[src/rtl/game_frame_controller.sv]
// Per-frame sequencer for the paddle game: frame-tick detect, paddle move/clamp,
// ball-processor start/done handshake, scoring and serve/hold timing.
//   state  | meaning
//   SERVE  | ball held at serve position, counting frames before play
//   PLAY   | one processor request per frame, ball follows processor results
//   SCORED | paddles and ball frozen while the winner is displayed
module game_frame_controller #(
    parameter int STEP         = 1,
    parameter int SERVE_FRAMES = 60,
    parameter int HOLD_FRAMES  = 120,
    parameter int P1_XMIN      = 26,
    parameter int P1_XMAX      = 270,
    parameter int P2_XMIN      = 370,
    parameter int P2_XMAX      = 614,
    parameter int YMIN         = 34,
    parameter int YMAX         = 446,
    parameter int BALL_XINIT   = 320,
    parameter int BALL_YINIT   = 240
) (
    input  logic       clk,
    input  logic       reset,
    input  logic       screenEnd,
    input  logic       p1_up,
    input  logic       p1_down,
    input  logic       p1_left,
    input  logic       p1_right,
    input  logic       p2_up,
    input  logic       p2_down,
    input  logic       p2_left,
    input  logic       p2_right,
    input  logic       proc_done,
    input  logic [9:0] proc_ball_x,
    input  logic [8:0] proc_ball_y,
    input  logic [2:0] proc_winner,
    output logic       proc_start,
    output logic [9:0] p1_xRef,
    output logic [9:0] p2_xRef,
    output logic [8:0] p1_yRef,
    output logic [8:0] p2_yRef,
    output logic [9:0] ball_xRef,
    output logic [8:0] ball_yRef,
    output logic [2:0] winner,
    output logic [3:0] p1_score,
    output logic [3:0] p2_score,
    output logic       overrun,
    output logic [1:0] state
);

    typedef enum logic [1:0] {SERVE = 2'd0, PLAY = 2'd1, SCORED = 2'd2} state_t;

    localparam logic [10:0] STEP_W     = 11'(STEP);
    localparam logic [7:0]  SERVE_LAST = 8'(SERVE_FRAMES - 1);
    localparam logic [7:0]  HOLD_LAST  = 8'(HOLD_FRAMES - 1);
    localparam logic [9:0]  BALL_X0    = 10'(BALL_XINIT);
    localparam logic [8:0]  BALL_Y0    = 9'(BALL_YINIT);

    // 11-bit arithmetic so a decrement near zero cannot wrap past the lower bound
    function automatic logic [10:0] step_clamp(input logic [10:0] v, input logic inc,
                                               input logic dec, input logic [10:0] lo,
                                               input logic [10:0] hi);
        logic [10:0] r;
        r = v;
        if (inc && !dec)
            r = (v + STEP_W > hi) ? hi : v + STEP_W;
        else if (dec && !inc)
            r = (v < lo + STEP_W) ? lo : v - STEP_W;
        return r;
    endfunction

    state_t     state_q, state_d;
    logic [7:0] cnt_q, cnt_d;
    logic       screen_end_q, frame_tick_q, frame_tick_d;
    logic       busy_q, busy_d, proc_start_q, proc_start_d, overrun_q, overrun_d;
    logic [9:0] p1_x_q, p1_x_d, p2_x_q, p2_x_d, ball_x_q, ball_x_d;
    logic [8:0] p1_y_q, p1_y_d, p2_y_q, p2_y_d, ball_y_q, ball_y_d;
    logic [2:0] winner_q, winner_d;
    logic [3:0] p1_score_q, p1_score_d, p2_score_q, p2_score_d;
    logic       done_acc, scoring;

    always_comb begin
        state_d      = state_q;
        cnt_d        = cnt_q;
        frame_tick_d = screenEnd & ~screen_end_q;
        busy_d       = busy_q;
        proc_start_d = 1'b0;
        overrun_d    = overrun_q;
        p1_x_d       = p1_x_q;
        p1_y_d       = p1_y_q;
        p2_x_d       = p2_x_q;
        p2_y_d       = p2_y_q;
        ball_x_d     = ball_x_q;
        ball_y_d     = ball_y_q;
        winner_d     = winner_q;
        p1_score_d   = p1_score_q;
        p2_score_d   = p2_score_q;
        done_acc     = busy_q & proc_done;
        scoring      = done_acc && (proc_winner == 3'd1 || proc_winner == 3'd2);

        if (frame_tick_q && state_q != SCORED) begin
            p1_x_d = 10'(step_clamp({1'b0, p1_x_q}, p1_right, p1_left, 11'(P1_XMIN), 11'(P1_XMAX)));
            p1_y_d = 9'(step_clamp({2'b0, p1_y_q}, p1_down, p1_up, 11'(YMIN), 11'(YMAX)));
            p2_x_d = 10'(step_clamp({1'b0, p2_x_q}, p2_right, p2_left, 11'(P2_XMIN), 11'(P2_XMAX)));
            p2_y_d = 9'(step_clamp({2'b0, p2_y_q}, p2_down, p2_up, 11'(YMIN), 11'(YMAX)));
        end

        case (state_q)
            SERVE: begin
                ball_x_d = BALL_X0;
                ball_y_d = BALL_Y0;
                if (frame_tick_q) begin
                    if (cnt_q == SERVE_LAST) begin
                        cnt_d   = '0;
                        state_d = PLAY;
                    end else begin
                        cnt_d = cnt_q + 8'd1;
                    end
                end
            end
            PLAY: begin
                if (done_acc) begin
                    ball_x_d = proc_ball_x;
                    ball_y_d = proc_ball_y;
                    busy_d   = 1'b0;
                end
                if (scoring) begin
                    winner_d = proc_winner;
                    if (proc_winner == 3'd1)
                        p1_score_d = (p1_score_q == 4'd9) ? 4'd9 : p1_score_q + 4'd1;
                    else
                        p2_score_d = (p2_score_q == 4'd9) ? 4'd9 : p2_score_q + 4'd1;
                    cnt_d   = '0;
                    state_d = SCORED;
                end
                // a done arriving with the tick frees the processor for this same tick
                if (frame_tick_q && !scoring) begin
                    if (!busy_q || done_acc) begin
                        proc_start_d = 1'b1;
                        busy_d       = 1'b1;
                    end else begin
                        overrun_d = 1'b1;
                    end
                end
            end
            SCORED: begin
                if (frame_tick_q) begin
                    if (cnt_q == HOLD_LAST) begin
                        cnt_d    = '0;
                        state_d  = SERVE;
                        ball_x_d = BALL_X0;
                        ball_y_d = BALL_Y0;
                    end else begin
                        cnt_d = cnt_q + 8'd1;
                    end
                end
            end
            default: state_d = SERVE;
        endcase
    end

    always_ff @(posedge clk or negedge reset) begin
        if (!reset) begin
            state_q      <= SERVE;
            cnt_q        <= '0;
            screen_end_q <= 1'b0;
            frame_tick_q <= 1'b0;
            busy_q       <= 1'b0;
            proc_start_q <= 1'b0;
            overrun_q    <= 1'b0;
            p1_x_q       <= 10'd80;
            p1_y_q       <= 9'd240;
            p2_x_q       <= 10'd560;
            p2_y_q       <= 9'd240;
            ball_x_q     <= BALL_X0;
            ball_y_q     <= BALL_Y0;
            winner_q     <= '0;
            p1_score_q   <= '0;
            p2_score_q   <= '0;
        end else begin
            state_q      <= state_d;
            cnt_q        <= cnt_d;
            screen_end_q <= screenEnd;
            frame_tick_q <= frame_tick_d;
            busy_q       <= busy_d;
            proc_start_q <= proc_start_d;
            overrun_q    <= overrun_d;
            p1_x_q       <= p1_x_d;
            p1_y_q       <= p1_y_d;
            p2_x_q       <= p2_x_d;
            p2_y_q       <= p2_y_d;
            ball_x_q     <= ball_x_d;
            ball_y_q     <= ball_y_d;
            winner_q     <= winner_d;
            p1_score_q   <= p1_score_d;
            p2_score_q   <= p2_score_d;
        end
    end

    assign proc_start = proc_start_q;
    assign p1_xRef    = p1_x_q;
    assign p1_yRef    = p1_y_q;
    assign p2_xRef    = p2_x_q;
    assign p2_yRef    = p2_y_q;
    assign ball_xRef  = ball_x_q;
    assign ball_yRef  = ball_y_q;
    assign winner     = winner_q;
    assign p1_score   = p1_score_q;
    assign p2_score   = p2_score_q;
    assign overrun    = overrun_q;
    assign state      = state_q;

endmodule

[config.mk]
export PLATFORM = sky130hd
export DESIGN_NAME = game_frame_controller
export DESIGN_NICKNAME = d
export VERILOG_FILES = /design/src/rtl/game_frame_controller.sv
export SDC_FILE = /design/constraint.sdc
export NUM_CORES = 1
export LEC_CHECK = 0
export CORE_MARGIN = 3
export CORE_UTILIZATION = 54
export DETAILED_ROUTE_END_ITERATION = 8
export PLACE_DENSITY = 0.88
export SLEW_MARGIN = 20
export SYNTH_ARGS = -nofsm -noshare
export SYNTH_HDL_FRONTEND = slang
export SYNTH_SLANG_ARGS = --single-unit
[constraint.sdc]
create_clock -name clk -period 3.2 [get_ports clk]
set_clock_uncertainty 0.1 [all_clocks]
set_input_delay 0.64 -clock clk [delete_from_list [all_inputs] [get_ports clk]]
set_output_delay 0.64 -clock clk [all_outputs]
set_load 0.05 [all_outputs]
Word level (Yosys, flattened, before mapping). Index checks and enable logic that the tools add are counted.

Word-level logic and storage cells: 139. Output and inout bits: 72. Bits in registers: 83.

Multiplexer cells: 44. Reductions and logical operators: 40. Equal/unequal tests: 15. $lt $le $gt $ge: 8. Bitwise gates (word level): 5. $add $sub $neg: 11.

Operators by type and width (number): $mux 10 (11); $mux 9 (11); $mux 8 (5); $pmux 10 s3 (1); $pmux 9 s3 (1); $pmux 8 s3 (1); $add 10x1->11 const B (2); $add 9x1->10 const B (2); $gt 10x9->1 const B (2); $sub 10x1->10 const B (2); $lt 9x6->1 const B (2); $sub 9x1->9 const B (2); $ne 2x2->1 const B (7); $gt 11x10->1 const B (1); $gt 11x9->1 const B (1); $logic_and 1x1->1 (11); $logic_not 1->1 (10); $lt 10x5->1 const B (1); $lt 10x9->1 const B (1); $mux 2 (5); $reduce_and 2->1 (5); $reduce_and 3->1 (3); $add 4x1->4 const B (2); $add 8x1->8 const B (1); 18 further kinds (33).

Longest topological paths before layout.
Depth in word-level cells: 7. Mapped depth: 10.

Least setup slack after synthesis. Ideal clock, no wire load.

Path type: flip-flop to flip-flop. Start point: register p1_x_q[1], in the netlist p1_xRef[1]. End point: register p1_x_q[1], in the netlist p1_xRef[1]. Required time: 2.977 ns. Cell stages (with the launch flop): 10. Arrival: 2.497 ns. Setup slack: 0.480 ns. Period minus slack after synthesis: 2.720 ns. Buffers on the path: 1. Path through: dfrtp_1 ha_1 clkbuf_1 nand2_1 or3_1 a21oi_1 or2_2 a32o_1 nand3_2 o221a_2.

Cells in the longest elaborated chain, start to end: 4. Elaborated cells on any way between the ends: 8.

RTL lines: start, declared (RTL line 74) `logic [9:0] p1_x_q, p1_x_d, p2_x_q, p2_x_d, ball_x_q, ball_x_d;`; start signal, assigned (RTL line 186) `p1_x_q <= p1_x_d;`; $add 10x1->11, or another cell as far along (RTL line 64) `r = (v + STEP_W > hi) ? hi : v + STEP_W;`; $gt 11x9->1 / $mux 10 (equally long branches) (RTL line 64, 66); $mux 10, on equally long branches (RTL line 64, 65); $mux 10 * (RTL line 63) `if (inc && !dec)`.

Mark *: on every way between the ends. The rest lies on a longest branch, timed or not. The select of a mux whose other input is x is not followed. A chain may end at the register's enable or synchronous reset.

Worst setup path after layout.
Start point: register p2_y_q[0], in the netlist p2_yRef[0]. End point: register p2_y_q[5], in the netlist p2_yRef[5].

Cells in the longest elaborated chain, start to end: 4. Elaborated cells on any way between the ends: 8.

RTL lines: start, declared (RTL line 75) `logic [8:0] p1_y_q, p1_y_d, p2_y_q, p2_y_d, ball_y_q, ball_y_d;`; start signal, assigned (RTL line 189) `p2_y_q <= p2_y_d;`; $add 9x1->10, or another cell as far along (RTL line 64); $gt 10x9->1 / $mux 9 (equally long branches) (RTL line 64, 66); $mux 9, on equally long branches (RTL line 64, 65); $mux 9 * (RTL line 63).

Marked as above.

==> flow_metrics.py <==
metrics = {
    "status": {
        "status": "complete, no violations",
    },
    "critical_path": {
        "crit_path_start_kind": "register",
        "reg2reg_setup_slack_ns": 0.37,
        "worstPathMaxFanout": 10,
        "required_ns": 3.37,
        "criticalPathCategory": "register to register",
        "worst_ep_arrival_time_ns": 2.99,
        "end_kind": "register",
    },
    "final_layout": {
        "nFillCells": 883,
        "syn_to_final_growth_pct": 22.1,
        "finalNetCount": 881,
        "num_antenna_cells": 0,
        "seq_area_mm2": 0.00210,
        "layout_common_cells": "112 x nand2_1, 104 x clkdlybuf4s50_1, 70 x o21ai_0",
        "multiInputGateArea_mm2": 0.00362,
        "final_common_cell": "nand2_1",
        "final_layout_size_suffix_gt1_share_pct": 9.01,
    },
    "die": {
        "dieArea_mm2": 0.0126,
        "rows": 38,
        "die_x_um": 112,
        "io_pins": 106,
        "core_area_mm2": 0.0109,
        "die_y_um": 112,
        "start_util_pct": 55.6,
    },
    "synthesis": {
        "ys_async_sr_fraction_pct": 100,
        "synthesis.area_mm2": 0.00608,
        "ys_types": 77,
        "ys_ff_latch": 83,
        "syn_inst": 754,
        "synth_nets": 808,
        "synth_edf_count": 0,
        "synth-seq-area-share_pct": 34.5,
        "synth_flop_cell": "dfrtp_1",
        "ys_warn_count": 0,
        "avgSynthCellArea_um2": 8.06,
    },
    "sta": {
        "hold_viol": 0,
        "worst_pin_slew_ns": 0.653,
        "drv_slew": 0,
        "finalCritPeriodShare_pct": 88.4,
        "max_freq_ghz": 0.353,
        "period_needed_ns": 2.83,
        "slew_headroom_pct": 56.5,
        "finalSetupTns_ns": 0,
        "grt_setup_unrepaired": "false",
        "setup_violations": 0,
    },
    "clock_tree": {
        "cts_buffers": 9,
        "htreeDepth": 3,
        "clockBufferDepth": 2,
        "ctsHoldBuffers": 0,
        "cts_setup_buffers": 0,
        "path_clk_slew_ns": 0.07,
        "cts_resized": 0,
        "clock_latency_ns": 0.34,
        "cts_tree": "yes",
        "cts.sinks": 83,
        "ctsRootBufferMaster": "clkbuf_16",
    },
    "power": {
        "power_density_mw_per_mm2": 738,
        "cellLeakagePower_nw": 2.82,
        "ir_drop_mv": 0.448,
        "power_mw": 5.48,
    },
    "placement": {
        "dp_hpwl_mm": 11.2,
        "place_congestion": 0.940,
        "portBuffers": 105,
    },
    "route": {
        "ant_nets": 0,
        "wire_per_inst_um": 16.2,
        "first_iter_violations": 631,
        "viasPerCell": 6.17,
        "drt-pass1-iter-count": 7,
        "vias": 5999,
        "wl_mm": 15.8,
        "drc": 0,
    },
    "flow_run": {
        "maxCapViolations": 0,
    },
    "global_route": {
        "grt_pass1_wl_mm": 26.5,
        "grt-ovfl-total": 0,
        "track_usage_pct": 24.8,
        "antenna_found_initial": 0,
        "first_global_vias": 5604,
        "grt_start_max_net_pins": 42,
    },
    "min_path": {
        "hold_path.class": "input port to asynchronous set/reset pin",
    },
}
[cell families (layout without fill, tap and decap cells)]
group	Yosys count	in the layout	synth area share, %
buffers and inverters	85	163	5.97
muxes	9	9	1.58
xor gates and xnor gates	21	21	3.02
DFF	83	83	34.5
adders and majority gates	20	20	4.12
and+or+nand+nor	313	313	26.0
AOI/OAI and AO/OA	223	223	24.8
[layout make-up]
class	count	area share, %
multi-input combinational	586	48.7
sequential	83	28.3
timing repair buffer	114	15.0
clock buffer	9	3.03
tap	140	2.36
inverter	33	1.67
clock inverter	7	0.893
[critical path: stages (launching register included)]
cell and delay (ns):
dfrtp_1 0.51, ha_1 0.38, nor2b_1 0.17, mux2_1 0.29, a221o_1 0.37, a32o_1 0.29, a21oi_1 0.30, o21ai_0 0.17
a21o_1 0.18
[Yosys cell counts, types with 4 or more instances]
cell type / instances / share of area, %
nor2b_1: 16 / 1.6
nand2b_1: 6 / 0.62
and2_1: 8 / 0.82
clkbuf_1: 32 / 2.0
dfrtp_1: 64 / 26
dfstp_2: 19 / 8.2
nand4b_1: 5 / 0.72
nor3b_1: 8 / 0.99
o221ai_1: 6 / 0.86
a22oi_1: 4 / 0.49
inv_1: 33 / 2.0
mux2i_1: 4 / 0.66
o31ai_1: 11 / 1.4
nor4_1: 7 / 0.72
a211oi_1: 4 / 0.49
nand3_1: 31 / 2.6
o211ai_1: 7 / 0.86
a31oi_1: 11 / 1.1
mux2_2: 4 / 0.74
buf_2: 14 / 1.2
or3_1: 8 / 0.82
or2_2: 6 / 0.62
xor2_1: 6 / 0.86
a22o_1: 6 / 0.86
nand2_1: 112 / 6.9
a21oi_1: 42 / 3.5
a32oi_1: 5 / 0.72
nor2_1: 49 / 3.0
xnor2_1: 15 / 2.2
nand3b_1: 7 / 0.86
o21ai_0: 70 / 5.8
and3_1: 7 / 0.72
o22ai_1: 9 / 0.93
ha_1: 20 / 4.1
nand4_1: 10 / 1.0
nor3_1: 16 / 1.3
[where the power goes]
part	switching (mW)	internal, mW	total, mW
Sequential	0.528	1.28	1.81
Clock	0.469	0.548	1.02
Combinational	1.66	0.997	2.65
[layer usage]
layer	vias to the layer above	routed length (um)	GRT usage [%]
met5	-	0	0
met4	0	298	7.93
met3	33	1260	5.12
met2	286	7460	40.3
met1	2797	6730	33.4
li1	2883	-	-
[registers in the layout, summed over array words and instances, names as in the netlist, 3 cells and up]
signal	cells
p1_score	4
p2_yRef	9
p1_yRef	9
ball_xRef	10
p1_xRef	10
cnt_q	8
p2_xRef	10
p2_score	4
ball_yRef	9
winner	3
[final timing paths]
| check | startpoint | to | cells after the start |
|---|---|---|---|
| worst max-delay path | p2_yRef[0]$_DFFE_PN0P_ | p2_yRef[5]$_DFFE_PN1P_ | 8 |
| worst min-delay path | reset | p1_yRef[1]$_DFFE_PN0P_ | 1 |
| worst max register to register | p2_yRef[0]$_DFFE_PN0P_ | p2_yRef[5]$_DFFE_PN1P_ | 8 |
| worst min register to register | screen_end_q$_DFF_PN0_ | frame_tick_q$_DFF_PN0_ | 1 |
| max in group asynchronous | reset | ball_yRef[7]$_DFFE_PN1P_ | 2 |
| min in group clk | screen_end_q$_DFF_PN0_ | frame_tick_q$_DFF_PN0_ | 1 |
[metrics by stage]
| step | setup WS [ns] | instances | utilization (%) | hold WS, ns | instance area [um2] |
|---|---|---|---|---|---|
| after CTS | 0.439 | 972 | 67.9 | 0.189 | 7420 |
| after detailed placement | 0.393 | 956 | 65.2 | 0.298 | 7130 |
| final | 0.370 | 972 | 67.9 | 0.184 | 7420 |
| after floorplan | 0.480 | 754 | - | 0.244 | 6080 |
| after global placement | 0.522 | 956 | 65.2 | 0.291 | 7130 |
| after global routing | 0.246 | 972 | 67.9 | 0.218 | 7420 |
Power figures use the tool's default switching activity.
